--- src/rtl/mux_fetch_if.sv ---
// Lookup request / word response bundle between a requester and mux_fetch_ctrl.
// The master drives requests and consumes responses; the slave is the controller.
interface mux_fetch_if #(
    parameter int unsigned DATA_WIDTH = 512,
    parameter int unsigned WORD_WIDTH = 32,
    parameter int unsigned ADDR_WIDTH = 4,
    parameter int unsigned TAG_WIDTH  = 8
);
    logic                  req_valid;
    logic                  req_ready;
    logic [DATA_WIDTH-1:0] req_line;
    logic [ADDR_WIDTH-1:0] req_addr;
    logic [TAG_WIDTH-1:0]  req_tag;
    logic                  rsp_valid;
    logic                  rsp_ready;
    logic [WORD_WIDTH-1:0] rsp_word;
    logic [TAG_WIDTH-1:0]  rsp_tag;
    logic                  rsp_err;

    modport master (
        output req_valid, req_line, req_addr, req_tag, rsp_ready,
        input  req_ready, rsp_valid, rsp_word, rsp_tag, rsp_err
    );

    modport slave (
        input  req_valid, req_line, req_addr, req_tag, rsp_ready,
        output req_ready, rsp_valid, rsp_word, rsp_tag, rsp_err
    );
endinterface

--- src/rtl/mux_fetch_ctrl.sv ---
// Request-side controller for the pipelined word-select MUX: drives din/addr, tracks the fixed
// MUX latency with a tag pipeline and buffers results in a credit-protected FWFT FIFO.
module mux_fetch_ctrl #(
    parameter int unsigned DATA_WIDTH  = 512,
    parameter int unsigned WORD_WIDTH  = 32,
    parameter int unsigned ADDR_WIDTH  = 4,
    parameter int unsigned TAG_WIDTH   = 8,
    parameter int unsigned MUX_LATENCY = 3,
    parameter int unsigned FIFO_DEPTH  = 8
) (
    input  logic                               clk,
    input  logic                               rst,
    mux_fetch_if.slave                         bus,
    output logic [DATA_WIDTH-1:0]              mux_din,
    output logic [ADDR_WIDTH-1:0]              mux_addr,
    input  logic [WORD_WIDTH-1:0]              mux_dout,
    output logic [$clog2(FIFO_DEPTH+1)-1:0]    inflight
);
    localparam int unsigned NumWords = DATA_WIDTH / WORD_WIDTH;
    localparam int unsigned PtrW     = $clog2(FIFO_DEPTH);
    localparam int unsigned CntW     = $clog2(FIFO_DEPTH + 1);
    localparam logic [ADDR_WIDTH:0] NumWordsC = (ADDR_WIDTH + 1)'(NumWords);
    localparam logic [CntW-1:0]     DepthC    = CntW'(FIFO_DEPTH);

    logic                   accept;
    logic                   pop;
    logic                   push;
    logic                   addr_err;
    logic                   req_ready_q;
    logic [CntW-1:0]        inflight_q, inflight_d;
    logic [CntW-1:0]        count_q, count_d;
    logic [PtrW-1:0]        wr_ptr_q, rd_ptr_q;
    logic [MUX_LATENCY-1:0] pipe_vld_q;
    logic [MUX_LATENCY-1:0] pipe_err_q;
    logic [TAG_WIDTH-1:0]   pipe_tag_q  [MUX_LATENCY];
    logic [WORD_WIDTH-1:0]  fifo_word_q [FIFO_DEPTH];
    logic [TAG_WIDTH-1:0]   fifo_tag_q  [FIFO_DEPTH];
    logic [FIFO_DEPTH-1:0]  fifo_err_q;

    assign bus.req_ready = req_ready_q & ~rst;
    assign accept        = bus.req_valid & bus.req_ready;
    assign addr_err      = {1'b0, bus.req_addr} >= NumWordsC;

    assign mux_din  = bus.req_line;
    assign mux_addr = accept ? bus.req_addr : '0;

    assign push = pipe_vld_q[MUX_LATENCY-1];

    // Gated by rst so nothing stale shows while the synchronous clear is pending.
    assign bus.rsp_valid = ~rst & (count_q != '0);
    assign pop           = bus.rsp_valid & bus.rsp_ready;
    assign bus.rsp_word  = bus.rsp_valid ? fifo_word_q[rd_ptr_q] : '0;
    assign bus.rsp_tag   = bus.rsp_valid ? fifo_tag_q[rd_ptr_q] : '0;
    assign bus.rsp_err   = bus.rsp_valid & fifo_err_q[rd_ptr_q];

    assign inflight = inflight_q;

    always_comb begin
        inflight_d = inflight_q;
        count_d    = count_q;
        if (accept) inflight_d = inflight_d + CntW'(1);
        if (pop)    inflight_d = inflight_d - CntW'(1);
        if (push)   count_d    = count_d + CntW'(1);
        if (pop)    count_d    = count_d - CntW'(1);
    end

    always_ff @(posedge clk) begin
        if (rst) begin
            req_ready_q <= 1'b0;
            inflight_q  <= '0;
            count_q     <= '0;
            wr_ptr_q    <= '0;
            rd_ptr_q    <= '0;
            pipe_vld_q  <= '0;
        end else begin
            // Credits cover pipeline plus FIFO, so a full FIFO can always absorb the pipeline.
            req_ready_q <= inflight_d < DepthC;
            inflight_q  <= inflight_d;
            count_q     <= count_d;
            if (push) wr_ptr_q <= wr_ptr_q + PtrW'(1);
            if (pop)  rd_ptr_q <= rd_ptr_q + PtrW'(1);
            pipe_vld_q[0] <= accept;
            for (int i = 1; i < MUX_LATENCY; i++) begin
                pipe_vld_q[i] <= pipe_vld_q[i-1];
            end
        end
    end

    always_ff @(posedge clk) begin
        pipe_tag_q[0] <= bus.req_tag;
        pipe_err_q[0] <= addr_err;
        for (int i = 1; i < MUX_LATENCY; i++) begin
            pipe_tag_q[i] <= pipe_tag_q[i-1];
            pipe_err_q[i] <= pipe_err_q[i-1];
        end
        if (push) begin
            fifo_word_q[wr_ptr_q] <= pipe_err_q[MUX_LATENCY-1] ? '0 : mux_dout;
            fifo_tag_q[wr_ptr_q]  <= pipe_tag_q[MUX_LATENCY-1];
            fifo_err_q[wr_ptr_q]  <= pipe_err_q[MUX_LATENCY-1];
        end
    end
endmodule

--- src/flat_wrapper.sv ---
// flat-port wrapper written by rule: the top's interface ports become plain ports
module mux_fetch_ctrl_flat 
#(
    parameter int unsigned DATA_WIDTH  = 512,
    parameter int unsigned WORD_WIDTH  = 32,
    parameter int unsigned ADDR_WIDTH  = 4,
    parameter int unsigned TAG_WIDTH   = 8,
    parameter int unsigned MUX_LATENCY = 3,
    parameter int unsigned FIFO_DEPTH  = 8
)
  (clk, rst, mux_din, mux_addr, mux_dout, inflight, bus_req_valid, bus_req_line, bus_req_addr, bus_req_tag, bus_rsp_ready, bus_req_ready, bus_rsp_valid, bus_rsp_word, bus_rsp_tag, bus_rsp_err);
  mux_fetch_if #(.DATA_WIDTH(DATA_WIDTH), .WORD_WIDTH(WORD_WIDTH), .ADDR_WIDTH(ADDR_WIDTH), .TAG_WIDTH(TAG_WIDTH)) bus_i ();
  input  logic clk;
  input  logic rst;
  output logic [DATA_WIDTH-1:0] mux_din;
  output logic [ADDR_WIDTH-1:0] mux_addr;
  input  logic [WORD_WIDTH-1:0] mux_dout;
  output logic [$clog2(FIFO_DEPTH+1)-1:0] inflight;
  input wire logic [$bits(bus_i.req_valid)-1:0] bus_req_valid;
  input wire logic [$bits(bus_i.req_line)-1:0] bus_req_line;
  input wire logic [$bits(bus_i.req_addr)-1:0] bus_req_addr;
  input wire logic [$bits(bus_i.req_tag)-1:0] bus_req_tag;
  input wire logic [$bits(bus_i.rsp_ready)-1:0] bus_rsp_ready;
  output wire logic [$bits(bus_i.req_ready)-1:0] bus_req_ready;
  output wire logic [$bits(bus_i.rsp_valid)-1:0] bus_rsp_valid;
  output wire logic [$bits(bus_i.rsp_word)-1:0] bus_rsp_word;
  output wire logic [$bits(bus_i.rsp_tag)-1:0] bus_rsp_tag;
  output wire logic [$bits(bus_i.rsp_err)-1:0] bus_rsp_err;
  assign bus_i.req_valid = bus_req_valid;
  assign bus_i.req_line = bus_req_line;
  assign bus_i.req_addr = bus_req_addr;
  assign bus_i.req_tag = bus_req_tag;
  assign bus_i.rsp_ready = bus_rsp_ready;
  assign bus_req_ready = bus_i.req_ready;
  assign bus_rsp_valid = bus_i.rsp_valid;
  assign bus_rsp_word = bus_i.rsp_word;
  assign bus_rsp_tag = bus_i.rsp_tag;
  assign bus_rsp_err = bus_i.rsp_err;
  mux_fetch_ctrl #(.DATA_WIDTH(DATA_WIDTH), .WORD_WIDTH(WORD_WIDTH), .ADDR_WIDTH(ADDR_WIDTH), .TAG_WIDTH(TAG_WIDTH), .MUX_LATENCY(MUX_LATENCY), .FIFO_DEPTH(FIFO_DEPTH)) u_core (.clk(clk), .rst(rst), .bus(bus_i), .mux_din(mux_din), .mux_addr(mux_addr), .mux_dout(mux_dout), .inflight(inflight));
endmodule
--- config.mk ---
export PLATFORM = sky130hd
export DESIGN_NAME = mux_fetch_ctrl_flat
export DESIGN_NICKNAME = d
export VERILOG_FILES = /design/src/rtl/mux_fetch_if.sv /design/src/rtl/mux_fetch_ctrl.sv /design/src/flat_wrapper.sv
export SDC_FILE = /design/constraint.sdc
export NUM_CORES = 1
export LEC_CHECK = 0
export BUFFER_PORTS_ARGS = -buffer_cell sky130_fd_sc_hd__buf_2
export CAP_MARGIN = 30
export CORE_AREA = 2 2 436 438
export DETAILED_ROUTE_END_ITERATION = 10
export DIE_AREA = 0 0 438 440
export HOLD_SLACK_MARGIN = 0.1
export PLACE_DENSITY_LB_ADDON = 0.08
export SETUP_SLACK_MARGIN = 0.02
export SYNTH_ARGS = -nofsm -noshare
export SYNTH_HDL_FRONTEND = slang
export SYNTH_SLANG_ARGS = --single-unit
--- constraint.sdc ---
create_clock -name clk -period 7.2 [get_ports clk]
set_input_delay 1.8 -clock clk [delete_from_list [all_inputs] [get_ports clk]]
set_output_delay 1.8 -clock clk [all_outputs]
set_load 0.005 [all_outputs]
==> impl_metrics.ini <==
[run_status]
status = finished clean

[grt]
antenna_found_initial = 14
met1_usage_pct = 11.1
grt_first_pass_wirelength_um = 204000
grt_overflow = 0
busiest_layer = met3
grt_usage_pct = 18.2
grt_use_met2_pct = 23.9
grt_pass1_vias = 8691
grt_max_degree = 45
met3_usage_pct = 33.8

[cts]
cts_tree = built
postCtsHoldBufs = 0
cts_inserted_buffers = 46
clock-root-buffer = clkbuf_16
insertion_delay_ns = 0.61
cts.sinks = 373
post_cts_buffers = 0
cts.clk_slew.worst_paths_ns = 0.06
clk_path_buf_depth = 3
ctsResizeCount = 0
h-tree-depth = 2

[setup_path]
cp_data_required_time_ns = 5.40
cpPeakStageDelay_ns = 0.53
crit_slowest_cell = or2_2
cp_common_cell = buf_2
cp_max_fo = 25
crit_path_end_kind = primary output
crit_family = buffers and inverters
critPathKind = in2out
startpoint_type = input port
critPathBufInv = 3
cp.arrival_ns = 3.50
path_cells = buf_2, or2_2, buf_4, nor2_1, buf_2

[power]
irDropWorstVdd_v = 0.000121
p_int_mw = 4.22
p_comb_share_pct = 17.5
p_seq_share_pct = 42.7
p_sw_share_pct = 28.1
p_switching_mw = 1.65
power_density_mw_per_mm2 = 306
p_leak_nw = 5.46
total_power_mw = 5.87
p_clk_share_pct = 39.7

[synthesis]
synth_commonest_cells = buf_4, edfxtp_1, mux4_2, nor2_1, mux2i_1
ys_top_cells_by_area = edfxtp_1, buf_4, mux4_2, dfxtp_1, mux2i_1
syn_nets = 1752
async_flop_share_pct = 0
synth.distinct_cells = 30
postSynthCellCount = 1185
post-synth-top-area-cell = edfxtp_1
synth_edf_count = 328
syn_avg_cell_area_um2 = 15.0
synth_area_mm2 = 0.0178
ys.flop_type = edfxtp_1
synth-warning-count = 0
ys_ff_latch = 373
yosysMostFrequentCell = buf_4
synth_seq_area_share_pct = 60.3
synth_top_cell_area_share_pct = 55.2

[die]
start_util_pct = 9.46
coreArea_mm2 = 0.189
die_y_um = 440
dieArea_mm2 = 0.193
die_w_um = 438
rows = 160
io_pins = 1123

[worst_hold_path]
hp-class = reg2reg

[detailed_routing]
vias = 8766
routed_wl_um = 182000
drt-initial-drc-count = 587
detail-route-antenna-nets = 0
drc = 0
viasPerCell = 2.61
dr.pass1.iters = 5
wl_per_cell_um = 54.3

[timing]
hold_viol = 0
period_needed_ns = 5.30
tns_ns = 0
rsz0062_at_grt = no
period_share_pct = 73.6
final-max-slew-violation-count = 0
fmax_mhz = 189
timing.final.ws_setup_ns = 1.90
fin_skew_ns = 0.0401
tightest_slew_ns = 1.00
relSlewSlack_pct = 33.1
setup_viol = 0
holdWs_ns = 0.328

[cells_and_area]
diodes = 0
fin_cells = 3359
fillers = 21424
fin_nets = 1379
synthToLayoutAreaGrowth_pct = 7.64
final_util_pct = 10.2
drive_above_1_share_pct = 33.5
final_area_mm2 = 0.0192

[placed_design]
dpl.hpwl_um = 158000
place_area_mm2 = 0.0177
routabilityCongestion = 0.913
place_inst = 3275
post-place-ws_ns = 1.79
io_buffers = 98

[run]
max-cap-violations = 0
==> routing by layer <==
layer / vias up / wire length, µm
met5: - / 1130
met2: 1472 / 69300
met1: 4162 / 38800
li1: 2983 / -
met4: 22 / 1950
met3: 127 / 71200
==> cell type report <==
| class | count | area (µm²) | area share (%) |
|---|---|---|---|
| well taps | 2511 | 3140 | 16.4 |
| repair buffers | 124 | 686 | 3.57 |
| multi-input cells | 263 | 3140 | 16.4 |
| flip-flops and latches | 373 | 10800 | 56.1 |
| inverters | 4 | 15.0 | 0.0782 |
| clock buffers | 64 | 1280 | 6.67 |
| clock inverters | 20 | 169 | 0.880 |
==> kinds of logic after synthesis <==
logic type / count (synthesis) / synth area share, %
AND/OR/NAND/NOR: 98 / 2.50
XOR/XNOR: 17 / 0.835
AO/OA/AOI/OAI: 12 / 0.498
buffers and inverters: 549 / 22.4
multiplexers: 129 / 13.0
adder cells (fa/ha/maj): 7 / 0.491
flip-flops: 373 / 60.3
==> power by group through the flow <==
stage / Clock [mW] / Sequential (mW) / Combinational, mW
after floorplan: 0 / 2.47 / 0.917
after global placement: 0 / 2.56 / 1.08
after detailed placement: 0 / 2.56 / 1.07
after CTS: 2.44 / 2.52 / 1.08
after global routing: 2.50 / 2.52 / 1.12
final: 2.33 / 2.51 / 1.03
==> placed cells by master (no fill, tap or decap), drive strengths merged, types with 2 or more instances in the layout <==
| master | n |
|---|---|
| a211oi | 2 |
| a21boi | 2 |
| and2 | 4 |
| buf | 124 |
| bufinv | 3 |
| clkbuf | 64 |
| clkinv | 16 |
| dfxtp | 45 |
| edfxtp | 328 |
| ha | 7 |
| inv | 5 |
| mux2i | 47 |
| mux4 | 82 |
| nand2 | 10 |
| nand2b | 5 |
| nor2 | 61 |
| nor2b | 6 |
| nor3 | 3 |
| nor4 | 3 |
| o21a | 6 |
| or2 | 2 |
| xnor2 | 9 |
| xor2 | 8 |
==> worst paths after layout <==
kind	endpoint	cells after the start	from	slack [ns]
worst max-delay path	bus_rsp_word[27]	5	rst	1.90
worst min-delay path	u_core.pipe_tag_q[0][14]	0	u_core.pipe_tag_q[0][6]	0.33
worst max register to register	u_core.fifo_word_q[1][0]	3	u_core.pipe_vld_q[2]	4.11
worst min register to register	u_core.pipe_tag_q[0][14]	0	u_core.pipe_tag_q[0][6]	0.33
==> state kept, by name, indices dropped and copies added, names as in the netlist, named ones only <==
name	count
u_core.pipe_vld_q	3
u_core.wr_ptr_q	3
u_core.rd_ptr_q	3
u_core.pipe_tag_q	24
u_core.inflight	4
u_core.count_q	4
u_core.fifo_word_q	256
u_core.fifo_tag_q	64
u_core.req_ready_q	1
u_core.fifo_err_q	8
No activity file was read; power rests on OpenSTA's default activity.
